<file path="config.mk">
export PLATFORM = sky130hd
export DESIGN_NAME = au_issue
export DESIGN_NICKNAME = d
export VERILOG_FILES = /design/src/rtl/au_pkg.sv /design/src/rtl/au_issue_wdog.sv /design/src/rtl/au_issue.sv
export SDC_FILE = /design/constraint.sdc
export NUM_CORES = 1
export LEC_CHECK = 0
export BUFFER_PORTS_ARGS = -buffer_cell sky130_fd_sc_hd__buf_4
export CAP_MARGIN = 25
export CORE_UTILIZATION = 48
export DETAILED_ROUTE_END_ITERATION = 7
export GPL_ROUTABILITY_DRIVEN = 1
export PLACE_DENSITY = 0.84
export SETUP_SLACK_MARGIN = 0.4
export SLEW_MARGIN = 20
export SYNTH_ARGS = -nofsm -noshare
export SYNTH_HDL_FRONTEND = slang
export SYNTH_SLANG_ARGS = --single-unit
</file>
<file path="constraint.sdc">
create_clock -name clk -period 4.1 [get_ports clk]
set_clock_uncertainty 0.1 [all_clocks]
set_input_delay 0.205 -clock clk [delete_from_list [all_inputs] [get_ports clk]]
set_output_delay 0.205 -clock clk [all_outputs]
set_load 0.01 [all_outputs]
</file>
<file path="src/rtl/au_pkg.sv">
// Shared definitions for the arithmetic unit and its command issuer:
// widths, op/select codes, error codes, issuer FSM states and saturation helpers.
package au_pkg;

  localparam int W    = 24;
  localparam int FRAC = 14;

  localparam logic [1:0]   OP_DIV     = 2'b11;
  localparam logic [1:0]   YSEL_RECIP = 2'b10;
  localparam logic [W-2:0] SAT_MAG    = {(W-1){1'b1}};

  typedef enum logic [1:0] {
    ERR_OK = 2'b00,
    ERR_DZ = 2'b01,
    ERR_TO = 2'b10
  } au_err_e;

  typedef enum logic [1:0] {
    IDLE  = 2'b00,
    ISSUE = 2'b01,
    WAIT  = 2'b10,
    RESP  = 2'b11
  } au_issue_state_e;

  // Reciprocal divide with a zero magnitude divisor; -0 counts as zero.
  function automatic logic is_recip_dz(input logic [1:0] op, input logic [1:0] ysel,
                                       input logic [W-1:0] s);
    return (op == OP_DIV) && (ysel == YSEL_RECIP) && (s[W-2:0] == {(W-1){1'b0}});
  endfunction

  function automatic logic [W-1:0] dz_result(input logic [W-1:0] r, input logic [W-1:0] s);
    return {r[W-1] ^ s[W-1], SAT_MAG};
  endfunction

endpackage

</file>
<file path="src/rtl/au_issue_wdog.sv">
// WAIT-cycle watchdog for au_issue, only instantiated when AU_ISSUE_TIMEOUT_EN is defined.
// expired is registered and goes high during the TIMEOUT-th enabled cycle after clear.
module au_issue_wdog #(
  parameter int TIMEOUT = 100
) (
  input  logic clk,
  input  logic rst_n,
  input  logic clear,
  input  logic en,
  output logic expired
);

  localparam int CW = $clog2(TIMEOUT + 1);

  logic [CW-1:0] count_r;

  // Count enabled cycles; expired looks one count ahead so it is registered yet on time
  always_ff @(posedge clk or negedge rst_n) begin
    if (!rst_n) begin
      count_r <= {CW{1'b0}};
      expired <= 1'b0;
    end else if (clear) begin
      count_r <= {CW{1'b0}};
      expired <= 1'b0;
    end else if (en && !expired) begin
      count_r <= count_r + CW'(1);
      expired <= (count_r == CW'(TIMEOUT - 2));
    end else begin
      count_r <= count_r;
      expired <= expired;
    end
  end

endmodule

</file>
<file path="src/rtl/au_issue.sv">
// Command issuer for the AU start/done handshake with reciprocal divide-by-zero pre-screen.
// Define AU_ISSUE_TIMEOUT_EN to bound WAIT with a watchdog (rsp_err=10 on expiry).
module au_issue
  import au_pkg::*;
#(
  parameter int W       = au_pkg::W,
  parameter int FRAC    = au_pkg::FRAC,
  parameter int TAGW    = 4,
  parameter int TIMEOUT = 100
) (
  input  logic            clk,
  input  logic            rst_n,
  input  logic            req_valid,
  output logic            req_ready,
  input  logic [1:0]      req_op,
  input  logic [1:0]      req_ysel,
  input  logic [W-1:0]    req_r,
  input  logic [W-1:0]    req_s,
  input  logic [W-1:0]    req_imm,
  input  logic [TAGW-1:0] req_tag,
  output logic            au_start,
  output logic [W-1:0]    au_r,
  output logic [W-1:0]    au_s,
  output logic [W-1:0]    au_imm,
  output logic [1:0]      au_op_sel,
  output logic [1:0]      au_mul_y_sel,
  input  logic [W-1:0]    au_result,
  input  logic            au_done,
  input  logic            au_busy,
  output logic            rsp_valid,
  input  logic            rsp_ready,
  output logic [W-1:0]    rsp_data,
  output logic [TAGW-1:0] rsp_tag,
  output logic [1:0]      rsp_err
);

  au_issue_state_e state_r;
  logic            accept_s;
  logic            dz_s;
  logic            timeout_s;

  assign accept_s = req_valid && req_ready;
  assign dz_s     = is_recip_dz(req_op, req_ysel, req_s);

`ifdef AU_ISSUE_TIMEOUT_EN
  logic wdog_clear_s;
  logic wdog_en_s;

  // ISSUE always precedes WAIT, so clearing there restarts the count on every WAIT entry
  assign wdog_clear_s = (state_r == ISSUE);
  assign wdog_en_s    = (state_r == WAIT);

  au_issue_wdog #(
    .TIMEOUT (TIMEOUT)
  ) u_wdog (
    .clk     (clk),
    .rst_n   (rst_n),
    .clear   (wdog_clear_s),
    .en      (wdog_en_s),
    .expired (timeout_s)
  );
`else
  assign timeout_s = 1'b0;
`endif

  // Issuer FSM with all handshake, operand and response outputs registered
  always_ff @(posedge clk or negedge rst_n) begin
    if (!rst_n) begin
      state_r      <= IDLE;
      req_ready    <= 1'b0;
      au_start     <= 1'b0;
      au_r         <= {W{1'b0}};
      au_s         <= {W{1'b0}};
      au_imm       <= {W{1'b0}};
      au_op_sel    <= 2'b00;
      au_mul_y_sel <= 2'b00;
      rsp_valid    <= 1'b0;
      rsp_data     <= {W{1'b0}};
      rsp_tag      <= {TAGW{1'b0}};
      rsp_err      <= ERR_OK;
    end else begin
      au_start <= 1'b0;
      case (state_r)
        IDLE: begin
          req_ready <= 1'b1;
          if (accept_s) begin
            req_ready    <= 1'b0;
            au_r         <= req_r;
            au_s         <= req_s;
            au_imm       <= req_imm;
            au_op_sel    <= req_op;
            au_mul_y_sel <= req_ysel;
            rsp_tag      <= req_tag;
            if (dz_s) begin
              state_r   <= RESP;
              rsp_valid <= 1'b1;
              rsp_data  <= dz_result(req_r, req_s);
              rsp_err   <= ERR_DZ;
            end else begin
              // Start straight away when the AU is idle at the accept edge
              state_r  <= ISSUE;
              au_start <= !au_busy;
            end
          end else begin
            state_r <= IDLE;
          end
        end
        ISSUE: begin
          if (au_start) begin
            state_r <= WAIT;
          end else if (!au_busy) begin
            au_start <= 1'b1;
          end else begin
            state_r <= ISSUE;
          end
        end
        WAIT: begin
          if (au_done) begin
            state_r   <= RESP;
            rsp_valid <= 1'b1;
            rsp_data  <= au_result;
            rsp_err   <= ERR_OK;
          end else if (timeout_s) begin
            state_r   <= RESP;
            rsp_valid <= 1'b1;
            rsp_data  <= {W{1'b0}};
            rsp_err   <= ERR_TO;
          end else begin
            state_r <= WAIT;
          end
        end
        RESP: begin
          if (rsp_ready) begin
            state_r   <= IDLE;
            rsp_valid <= 1'b0;
            req_ready <= 1'b1;
          end else begin
            state_r <= RESP;
          end
        end
        default: begin
          state_r   <= IDLE;
          req_ready <= 1'b0;
          rsp_valid <= 1'b0;
        end
      endcase
    end
  end

endmodule
</file>
==> results of run 1 <==
[power breakdown]
group | internal (W) | leakage [nW] | switching [W]
clock | 0.000284 | 0.0956 | 0.000379
sequential | 0.00162 | 1.28 | 0.000379
combinational | 0.00130 | 1.94 | 0.000994
total | 0.00321 | 3.31 | 0.00175
[area by class of cell]
type | count | area, sq um | area share
clock buffer | 9 | 124 | 0.0173
multi-input combinational | 145 | 1370 | 0.191
clock inverter | 7 | 72.6 | 0.0101
timing repair buffer | 325 | 2710 | 0.378
tap | 105 | 131 | 0.0184
sequential | 110 | 2750 | 0.385
[worst max-delay path: stages]
cell and delay [ps]:
dlygate4sd3_1 550, buf_4 140, nor4_1 380, nand3_1 130, or3_4 390, a21oi_4 580
mux2_1 380
[cell families (layout without fill, tap and decap cells)]
kind of cell              after synthesis  in the layout  share of synthesized area
DFF                                   110            110                      0.656
other                                   1              1                   0.000894
AOI/OAI and AO/OA                      33             33                     0.0650
buffers and inverters                  15            341                     0.0197
muxes                                  81             81                      0.217
xor gates and xnor gates                1              1                    0.00209
and+or+nand+nor                        29             29                     0.0388
[layout by cell type (no fill, tap or decap), types with 2 or more instances in the layout]
| cell type | n |
|---|---|
| nand2_1 | 6 |
| mux2_2 | 80 |
| nor4_1 | 4 |
| clkinv_2 | 2 |
| buf_4 | 219 |
| o22a_1 | 23 |
| nor2_1 | 7 |
| dlygate4sd3_1 | 105 |
| a21o_1 | 2 |
| a21oi_1 | 2 |
| nand3_1 | 3 |
| dfrtp_1 | 110 |
| clkinvlp_4 | 2 |
| o21ai_0 | 3 |
| nand2b_1 | 2 |
| clkbuf_8 | 9 |
[through the flow]
| step | hold WS (ps) | instances |
|---|---|---|
| floorplan | -191 | 270 |
| global placement | 257 | 580 |
| detailed placement | 257 | 580 |
| global route | 111 | 701 |
| finish | 111 | 701 |
| CTS | 101 | 701 |
[metal layers]
metal,vias to the layer above,part of all wire,GRT usage
met1,1863,0.34,0.333
met2,215,0.53,0.610
met5,-,0,0
li1,1607,-,-
met3,59,0.084,0.0997
met4,0,0.043,0.150
[worst max-delay path by stage]
stage	slack (ps)	cells past startpoint	end	start
floorplan	2360	5	rsp_data[23]$_DFFE_PN0P_	req_s[1]
global placement	1710	6	rsp_data[23]$_DFFE_PN0P_	req_s[8]
detailed placement	1730	6	rsp_data[23]$_DFFE_PN0P_	req_s[8]
CTS	1560	7	rsp_data[23]$_DFFE_PN0P_	req_s[1]
global route	1410	7	rsp_data[23]$_DFFE_PN0P_	req_s[6]
finish	1500	7	rsp_data[23]$_DFFE_PN0P_	req_s[8]
[state kept, by name, indices dropped and copies added (netlist names)]
| register | cells |
|---|---|
| state_r | 2 |
| rsp_valid | 1 |
| rsp_data | 24 |
| au_r | 24 |
| au_imm | 24 |
| au_op_sel | 2 |
| au_mul_y_sel | 2 |
| req_ready | 1 |
| rsp_tag | 4 |
| au_s | 24 |
| au_start | 1 |
| rsp_err | 1 |
[cells in the mapped netlist, types with 2 or more instances]
library cell and number:
buf_2 6, o22a_1 23, a21oi_1 2, clkbuf_1 6, nand2b_1 2, buf_6 2
nand2_1 6, nand3_1 3, o21ai_0 3, nor2_1 7, dfrtp_1 110, nor4_1 4
a21o_1 2, mux2_2 80
==> metrics.md, run 1 <==
| Metric | Value |
|---|---|
| Status | finished clean |
| Yosys reg bits | 110 |
| Post-DP HPWL | 7640 um |
| Final wirelength | 14800 um |
| IO buf count | between 200 and 250 |
| Post-CTS setup buffer count | 0 |
| Wirelength per Cell | 21.1 um |
| Largest net degree at the start of global routing | between 80 and 90 |
| Achievable Freq | 385 MHz |
| Remaining antenna violation count after routing | 0 |
| CP Max Fanout | 25 |
| Inserted Clock Buffers | 9 |
| Pwr Total | 0.00496 W |
| Leakage power | 3.31 nW |
| Net Count, Synth | 380 |
| Deepest clock path buffer count | 2 |
| Overall global routing resource usage | 0.328 |
| Power Dens Cells | 693 mW/mm^2 |
| Post-CTS Hold Buffers | approximately 110 |
| Least-Margin Pin Slew | slightly below 1000 ps |
| Htree depth | 3 |
| Hold_sp | rsp_ready |
| Vias | 3744 |
| GPL Wtd Cong | around 0.74 |
| RSZ-0062 raised after global routing | false |
| DR vias/cell | 5.34 |
| Distinct cells, synth | 28 |
| Critical path arrival | 2760 ps |
| Min Tclk post-route | around 2600 ps |
| Total gr overflow | 0 |
| P&R area growth vs syn | 70.5% |
| FFs w/ async S/R, synth | 1.00 |
| Antenna cells | 0 |
| Yosys warns | 0 |
| Number of synthesized flops with an enable pin | 0 |
| Setup violators final | 0 |
| First-pass GRT wire length | roughly 22000 um |
| CTS tree | built |
| Post-CTS Resized | 0 |
| Endpoints failing hold | 0 |
| Area of the die | ~0.009 sq mm |
| Layout Utilization | 0.858 |
| Seq/Total Area, Yosys | 0.656 |
| Initial core utilization | 0.503 |
| Most used flip-flop cell after synthesis | dfrtp_1 |
| Layout cells sized above 1 | 0.537 |
| Slew Limit Fails | 0 |
| Drt drc | 0 |
| Initial antenna violation count | 0 |
| I/O pin total | 219 |
| R2r setup slk | 2010 ps |
| Final net count | ~700 |
| Pre-CTS setup slack | ~1700 ps |
| Placed cell areas | 0.00590 sq mm |
| Post-Syn Area per Cell | 15.5 sq um |
| DRT iter0 DRCs | about 170 |
| Row count | 33 |
| Worst endpoint required time | roughly 4300 ps |
| Die height | approximately 95 um |
| Synth Cell Area | 0.00420 sq mm |
| TNS Setup | 0 ps |
| Clk root buf | clkbuf_8 |
| CORE AREA | 0.00834 sq mm |
| Hold Path End | state_r[1]$_DFFE_PN0N_ |
| Drt pass-1 iters | 4 |
| Worst min path class | input pin to register |
| Final instance area | between 0.007 and 0.008 sq mm |
| R2r endpoint | rsp_data[23]$_DFFE_PN0P_ |
| Worst vdd ir | 0.000389 V |
| Setup Crit Path Kind | input pin to register |
| CP Capture Type | register |
| Vias in the first global route | a little over 4k |
| Startpoint Class | input pin |
| Crit share post-route | 0.633 |
| Slew HR | 0.352 |
| Die width | 95.5 um |
| Layout fillers | about 370 |
| Worst hold path cell count | 4 |
| RR Startpoint | state_r[1]$_DFFE_PN0N_ |
| # clock sinks | 110 |
| Post-route setup slack | between 1500 and 2000 ps |
| Worst-skew pair later-pin latency | 360 ps |
| Synthesized instance count | 270 |
| Largest area contributor in the netlist | dfrtp_1 |
| Area contributors post-synth | dfrtp_1, mux2_2, o22a_1 |
| Top cell type's share of synthesized area | 0.656 |
| Clock transition at path regs | 110 ps |
| Reg2Reg Depth | 5 |
| MaxCap Viol Count | 0 |
Note: power is estimated with default switching activity, not from simulation.
==> inputs of run 2 (changes only) <==
--- a/config.mk
+++ b/config.mk
@@ -7,10 +7,10 @@
 export LEC_CHECK = 0
 export BUFFER_PORTS_ARGS = -buffer_cell sky130_fd_sc_hd__buf_4
 export CAP_MARGIN = 25
-export CORE_UTILIZATION = 48
+export CORE_UTILIZATION = 45
 export DETAILED_ROUTE_END_ITERATION = 7
 export GPL_ROUTABILITY_DRIVEN = 1
-export PLACE_DENSITY = 0.84
+export PLACE_DENSITY = 0.8
 export SETUP_SLACK_MARGIN = 0.4
 export SLEW_MARGIN = 20
 export SYNTH_ARGS = -nofsm -noshare
==> constraint.sdc (replaced) <==
create_clock -name clk -period 2.6 [get_ports clk]
set_clock_uncertainty 0.1 [all_clocks]
set_input_delay 0.13 -clock clk [delete_from_list [all_inputs] [get_ports clk]]
set_output_delay 0.13 -clock clk [all_outputs]
set_load 0.01 [all_outputs]
==> run 2 against run 1 <==
Register-to-register slack got worse by 1200 ps. Sequential power increased by 54%. Critical path depth increased by 1. First-iteration DRC count decreased by 60%. Die area increased by 6.5%. Flip-flop and latch count unchanged. Largest power group unchanged.
==> metrics.md, run 2 (synthesis results as in run 1) <==
| Metric | Value |
|---|---|
| Setup Crit Path Kind | input pin to register |
| Drt drc | 0 (unchanged) |
| CORE AREA | 0.00889 sq mm (+6.6%) |
| Worst min path class | input pin to register |
| Deepest clock path buffer count | 2 (unchanged) |
| Power Dens Cells | 1070 mW/mm^2 (+54%) |
| RSZ-0062 raised after global routing | false |
| Post-CTS setup buffer count | 0 (unchanged) |
| Min Tclk post-route | 2140 ps |
| Clk root buf | clkbuf_8 |
| TNS Setup | 0 ps (unchanged) |
| Drt pass-1 iters | 4 (unchanged) |
| Most frequent cells in the layout | buf_4, dfrtp_1, dlygate4sd3_1 |
| Die height | 98.6 um (+3.2%) |
| Critical path arrival | 2320 ps (-440 ps) |
| Initial antenna violation count | 1 (+1) |
| Worst hold margin | 11.4 ps (-99.1 ps) |
| Leakage power | 3.35 nW (+1.1%) |
| Setup violators final | 0 (unchanged) |
| Die width | 98.6 um (+3.2%) |
| # clock sinks | 110 (unchanged) |
| Vias | 3496 (-6.6%) |
| CP Max Fanout | 24 (-4.0%) |
| Status | finished clean |
| Row count | 34 (+3.0%) |
| Worst hold path cell count | 4 (unchanged) |
| First-pass GRT wire length | 19600 um (-9.8%) |
| Post-route setup slack | 458 ps (-1050 ps) |
| Initial core utilization | 0.472 (-0.0311) |
| Total gr overflow | 0 (unchanged) |
| Pre-CTS setup slack | 598 ps (-1130 ps) |
| Layout Utilization | 0.815 (-0.0424) |
| Post-DP HPWL | 7440 um (-2.7%) |
| IO buf count | 217 (unchanged) |
| Final net count | 704 (+0.43%) |
| Worst-skew pair later-pin latency | 350 ps (about the same) |
| Vias in the first global route | 3870 (-6.3%) |
| Final wirelength | 12100 um (-18%) |
| Startpoint Class | input pin |
| Largest net degree at the start of global routing | 58 (-34%) |
| Remaining antenna violation count after routing | 0 (unchanged) |
| Inserted Clock Buffers | 9 (unchanged) |
| GPL Wtd Cong | 0.776 (+5.0%) |
| Reg2Reg Depth | 4 (-1) |
| Final std cells w/o fill | 709 (+1.1%) |
| DR vias/cell | 4.93 (-7.7%) |
| Post-placement cell count | 585 (+0.86%) |
| Achievable Freq | about 470 MHz |
| Htree depth | 3 (unchanged) |
| Most common cell after layout, fill and taps aside | buf_4 |
| Slew Limit Fails | 0 (unchanged) |
| Worst vdd ir | 0.000661 V (+70%) |
| CP Capture Type | register |
| Wirelength per Cell | 17.1 um (-19%) |
| P&R area growth vs syn | 72.8% |
| I/O pin total | 219 (unchanged) |
| CTS tree | built |
| Layout cells sized above 1 | 0.539 (+0.00232) |
| Crit share post-route | 0.824 |
| Clock transition at path regs | 100 ps (about the same) |
| DRT iter0 DRCs | 70 (-60%) |
| Area of the die | 0.00971 sq mm (+6.5%) |
| MaxCap Viol Count | 0 (unchanged) |
| Overall global routing resource usage | 0.259 (-0.0689) |
| Worst endpoint required time | 2780 ps (-1480 ps) |
| Endpoints failing hold | 0 (unchanged) |
-- run 2: cell type report --
type                    instances  area, sq um
repair buffers                328         2760
flip-flops and latches        110         2750
fillers                       474         1640
multi-input cells             145         1370
well taps                     108          135
clock buffers                  10          128
clock inverters                 6         93.8
diodes                          2         5.00
-- run 2: final timing paths --
path	startpoint	endpoint	slack [ps]
max	req_s[11]	rsp_data[3]$_DFFE_PN0P_	460
min	rsp_ready	state_r[0]$_DFFE_PN0N_	10
max reg2reg	state_r[1]$_DFFE_PN0N_	au_s[23]$_DFFE_PN0P_	800
min reg2reg	rsp_data[23]$_DFFE_PN0P_	rsp_data[23]$_DFFE_PN0P_	400
max in group asynchronous	rst_n	rsp_data[10]$_DFFE_PN0P_	1540
min in group asynchronous	rst_n	au_imm[11]$_DFFE_PN0P_	80
-- run 2: power breakdown --
group / internal (W) / switching [W] / total (W) / leakage, nW
clock network: 0.000551 / 0.000577 / 0.00113 / 0.107
registers: 0.00256 / 0.000529 / 0.00309 / 1.28
logic: 0.00207 / 0.00143 / 0.00350 / 1.97
total: 0.00518 / 0.00254 / 0.00772 / 3.35
-- run 2: metal layers --
layer / global-route usage / part of all wire / up-vias
met3: 0.0688 / 0.073 / 19
met1: 0.312 / 0.39 / 1702
li1: - / - / 1623
met5: 0 / 0 / -
met4: 0.0781 / 0.019 / 0
met2: 0.457 / 0.51 / 152
-- run 2: what timing repair did --
item                                   CTS  global route
gates resized for setup                  0             2
hold buffers                           105             0
endpoints found under the hold margin  214             0
setup endpoints to repair                0            24
-- run 2: metrics by stage --
step | total power, W | area, sq um
finish | 0.00772 | 7250
floorplan | 0.00466 | 4200
detailed placement | 0.00643 | 5950
global route | 0.00815 | 7250
global placement | 0.00630 | 5950
CTS | 0.00769 | 7220
-- run 2: worst max-delay path, cell delays in order --
cell and delay (ps):
dlygate4sd3_1 550, buf_4 140, nor4_1 370, nand3_1 140, or3_4 390, a21oi_4 170, buf_6 220, o22a_1 190
==> inputs of run 3 (changes only) <==
--- a/config.mk
+++ b/config.mk
@@ -7,10 +7,10 @@
 export LEC_CHECK = 0
 export BUFFER_PORTS_ARGS = -buffer_cell sky130_fd_sc_hd__buf_4
 export CAP_MARGIN = 25
-export CORE_UTILIZATION = 45
+export CORE_UTILIZATION = 41
 export DETAILED_ROUTE_END_ITERATION = 7
 export GPL_ROUTABILITY_DRIVEN = 1
-export PLACE_DENSITY = 0.8
+export PLACE_DENSITY = 0.77
 export SETUP_SLACK_MARGIN = 0.4
 export SLEW_MARGIN = 20
 export SYNTH_ARGS = -nofsm -noshare
==> constraint.sdc (replaced) <==
create_clock -name clk -period 1.8 [get_ports clk]
set_clock_uncertainty 0.1 [all_clocks]
set_input_delay 0.09 -clock clk [delete_from_list [all_inputs] [get_ports clk]]
set_output_delay 0.09 -clock clk [all_outputs]
set_load 0.01 [all_outputs]
==> run 3 against run 2 <==
Clock power increased by 37%. Cell count increased by 6.5%. Combinational power is 73% higher. Largest power group unchanged.
==> metrics.md, run 3 (synthesis results as in run 1) <==
| Metric | Value |
|---|---|
| Status | finished clean |
| MaxCap Viol Count | 0 (unchanged) |
| Area of the die | 0.0106 sq mm (+9.6%) |
| DR vias/cell | 4.83 (-2.1%) |
| Htree depth | 3 (unchanged) |
| Initial core utilization | 0.425 (-0.0466) |
| Layout fillers | 559 (+18%) |
| Crit-path cells | nor3_4, buf_6, clkbuf_16, mux2_2 |
| Die width | 103 um (+4.7%) |
| Layout cells sized above 1 | 0.563 (+0.0235) |
| CTS tree | built |
| Overall global routing resource usage | 0.249 (-0.0102) |
| RSZ-0062 raised after global routing | true |
| CP Capture Type | register |
| Leakage power | 3.63 nW (+8.4%) |
| Most frequent cells in the layout | buf_4, dfrtp_1, dlygate4sd3_1 |
| Initial antenna violation count | 0 (-1) |
| Vias | 3645 (+4.3%) |
| CP Max Fanout | 5 (-79%) |
| TNS Setup | 0 ps (unchanged) |
| Remaining antenna violation count after routing | 0 (unchanged) |
| Inserted Clock Buffers | 9 (unchanged) |
| Critical path arrival | 1760 ps (-560 ps) |
| Total gr overflow | 0 (unchanged) |
| Setup Crit Path Kind | register to register |
| Slowest CP cell | dfrtp_2 |
| Most common cell after layout, fill and taps aside | buf_4 |
| Final wirelength | 13600 um (+12%) |
| Clock transition at path regs | 90 ps (about the same) |
| Clk root buf | clkbuf_8 |
| Setup violators final | 0 (unchanged) |
| Max incr delay on CP | 460 ps (-90 ps) |
| Sequential cell area | 0.00276 sq mm (about the same) |
| Vias in the first global route | 3920 (+1.3%) |
| Power Dens Cells | 1550 mW/mm^2 (+46%) |
| Drt drc | 0 (unchanged) |
| Crit share post-route | 0.889 |
| IO buf count | 217 (unchanged) |
| Pwr Total | 0.0120 W (+56%) |
| Antenna cells | 0 (-2) |
| P&R area growth vs syn | 85.1% |
| Die height | 103 um (+4.7%) |
| I/O pin total | 219 (unchanged) |
| Deepest clock path buffer count | 2 (unchanged) |
| Min Tclk post-route | 1600 ps |
| First-pass GRT wire length | 19600 um (+0.21%) |
| Startpoint Class | register |
| Worst endpoint required time | 1960 ps (-820 ps) |
| Worst-skew pair later-pin latency | 360 ps (about the same) |
| Achievable Freq | 625 MHz |
| Worst min path class | input pin to register |
| Slew Limit Fails | 0 (unchanged) |
| Final net count | 727 (+3.3%) |
| CORE AREA | 0.00986 sq mm (+11%) |
| Row count | 36 (+5.9%) |
| DRT iter0 DRCs | 74 (+5.7%) |
| Multi-input logic area | 0.00152 sq mm (+11%) |
| Post-DP HPWL | 7420 um (-0.26%) |
| Worst vdd ir | 0.000887 V (+34%) |
| GPL Wtd Cong | 0.719 (-7.4%) |
| # clock sinks | 110 (unchanged) |
| Wirelength per Cell | 18.0 um (+5.2%) |
| Drt pass-1 iters | 4 (unchanged) |
| Largest net degree at the start of global routing | 44 (-24%) |
| Endpoints failing hold | 0 (unchanged) |
run 3: worst paths after layout:
path / from / end / slack [ps] / cells after the start
worst max register to register: state_r[0]$_DFFE_PN0N_ / au_r[12]$_DFFE_PN0P_ / 200 / 4
max in group asynchronous: rst_n / au_imm[10]$_DFFE_PN0P_ / 870 / 3
worst min-delay path: au_result[23] / rsp_data[23]$_DFFE_PN0P_ / 20 / 4
worst min register to register: rsp_valid$_DFFE_PN0P_ / rsp_valid$_DFFE_PN0P_ / 400 / 1
worst max-delay path: state_r[0]$_DFFE_PN0N_ / au_r[12]$_DFFE_PN0P_ / 200 / 4
min in group asynchronous: rst_n / au_r[20]$_DFFE_PN0P_ / 110 / 2
run 3: through the flow:
step	util	setup slack (ps)	hold WS [ps]	cells	instance area, sq um
after floorplan	-	208	-306	270	4280
after global placement	0.618	52.3	-24.8	615	6090
after detailed placement	0.618	9.70	-22.5	615	6090
after CTS	0.770	238	1.04	751	7590
after global routing	0.787	144	61.5	755	7760
final	0.787	201	22.1	755	7760
run 3: what timing repair did:
item,4_1_cts,5_1_grt
buffers inserted,10,1
pin swaps,1,3
gates resized for setup,16,24
hold endpoints to repair,218,0
endpoints found under the setup margin,106,108
hold buffers,106,0
gates cloned,4,3
run 3: per-layer routing:
metal | GRT usage | vias to the layer above | wire (um)
met5 | 0 | - | 0
met4 | 0.0953 | 0 | 268
met3 | 0.0549 | 22 | 901
met2 | 0.459 | 159 | 7250
met1 | 0.279 | 1794 | 5140
li1 | - | 1670 | -
run 3: worst max-delay path, delay by kind of cell, from the launching register on:
family	cells	cell delay, ps
flops	1	460
mux	1	320
buf+inv	2	350
simple gates	1	260
run 3: power breakdown:
part	leakage [nW]	internal (W)	switching (W)	total, W
clock	0.0996	0.000721	0.000832	0.00155
combinational	2.26	0.00371	0.00234	0.00605
sequential	1.27	0.00370	0.000745	0.00445
total	3.63	0.00813	0.00392	0.0120
run 3: final cells by class:
| cell class | instances | area share |
|---|---|---|
| Tap cell | 133 | 0.0214 |
| Timing Repair Buffer | 351 | 0.402 |
| Clock buffer | 13 | 0.0205 |
| Sequential cell | 110 | 0.355 |
| Clock inverter | 3 | 0.00548 |
| Multi-Input combinational cell | 145 | 0.195 |
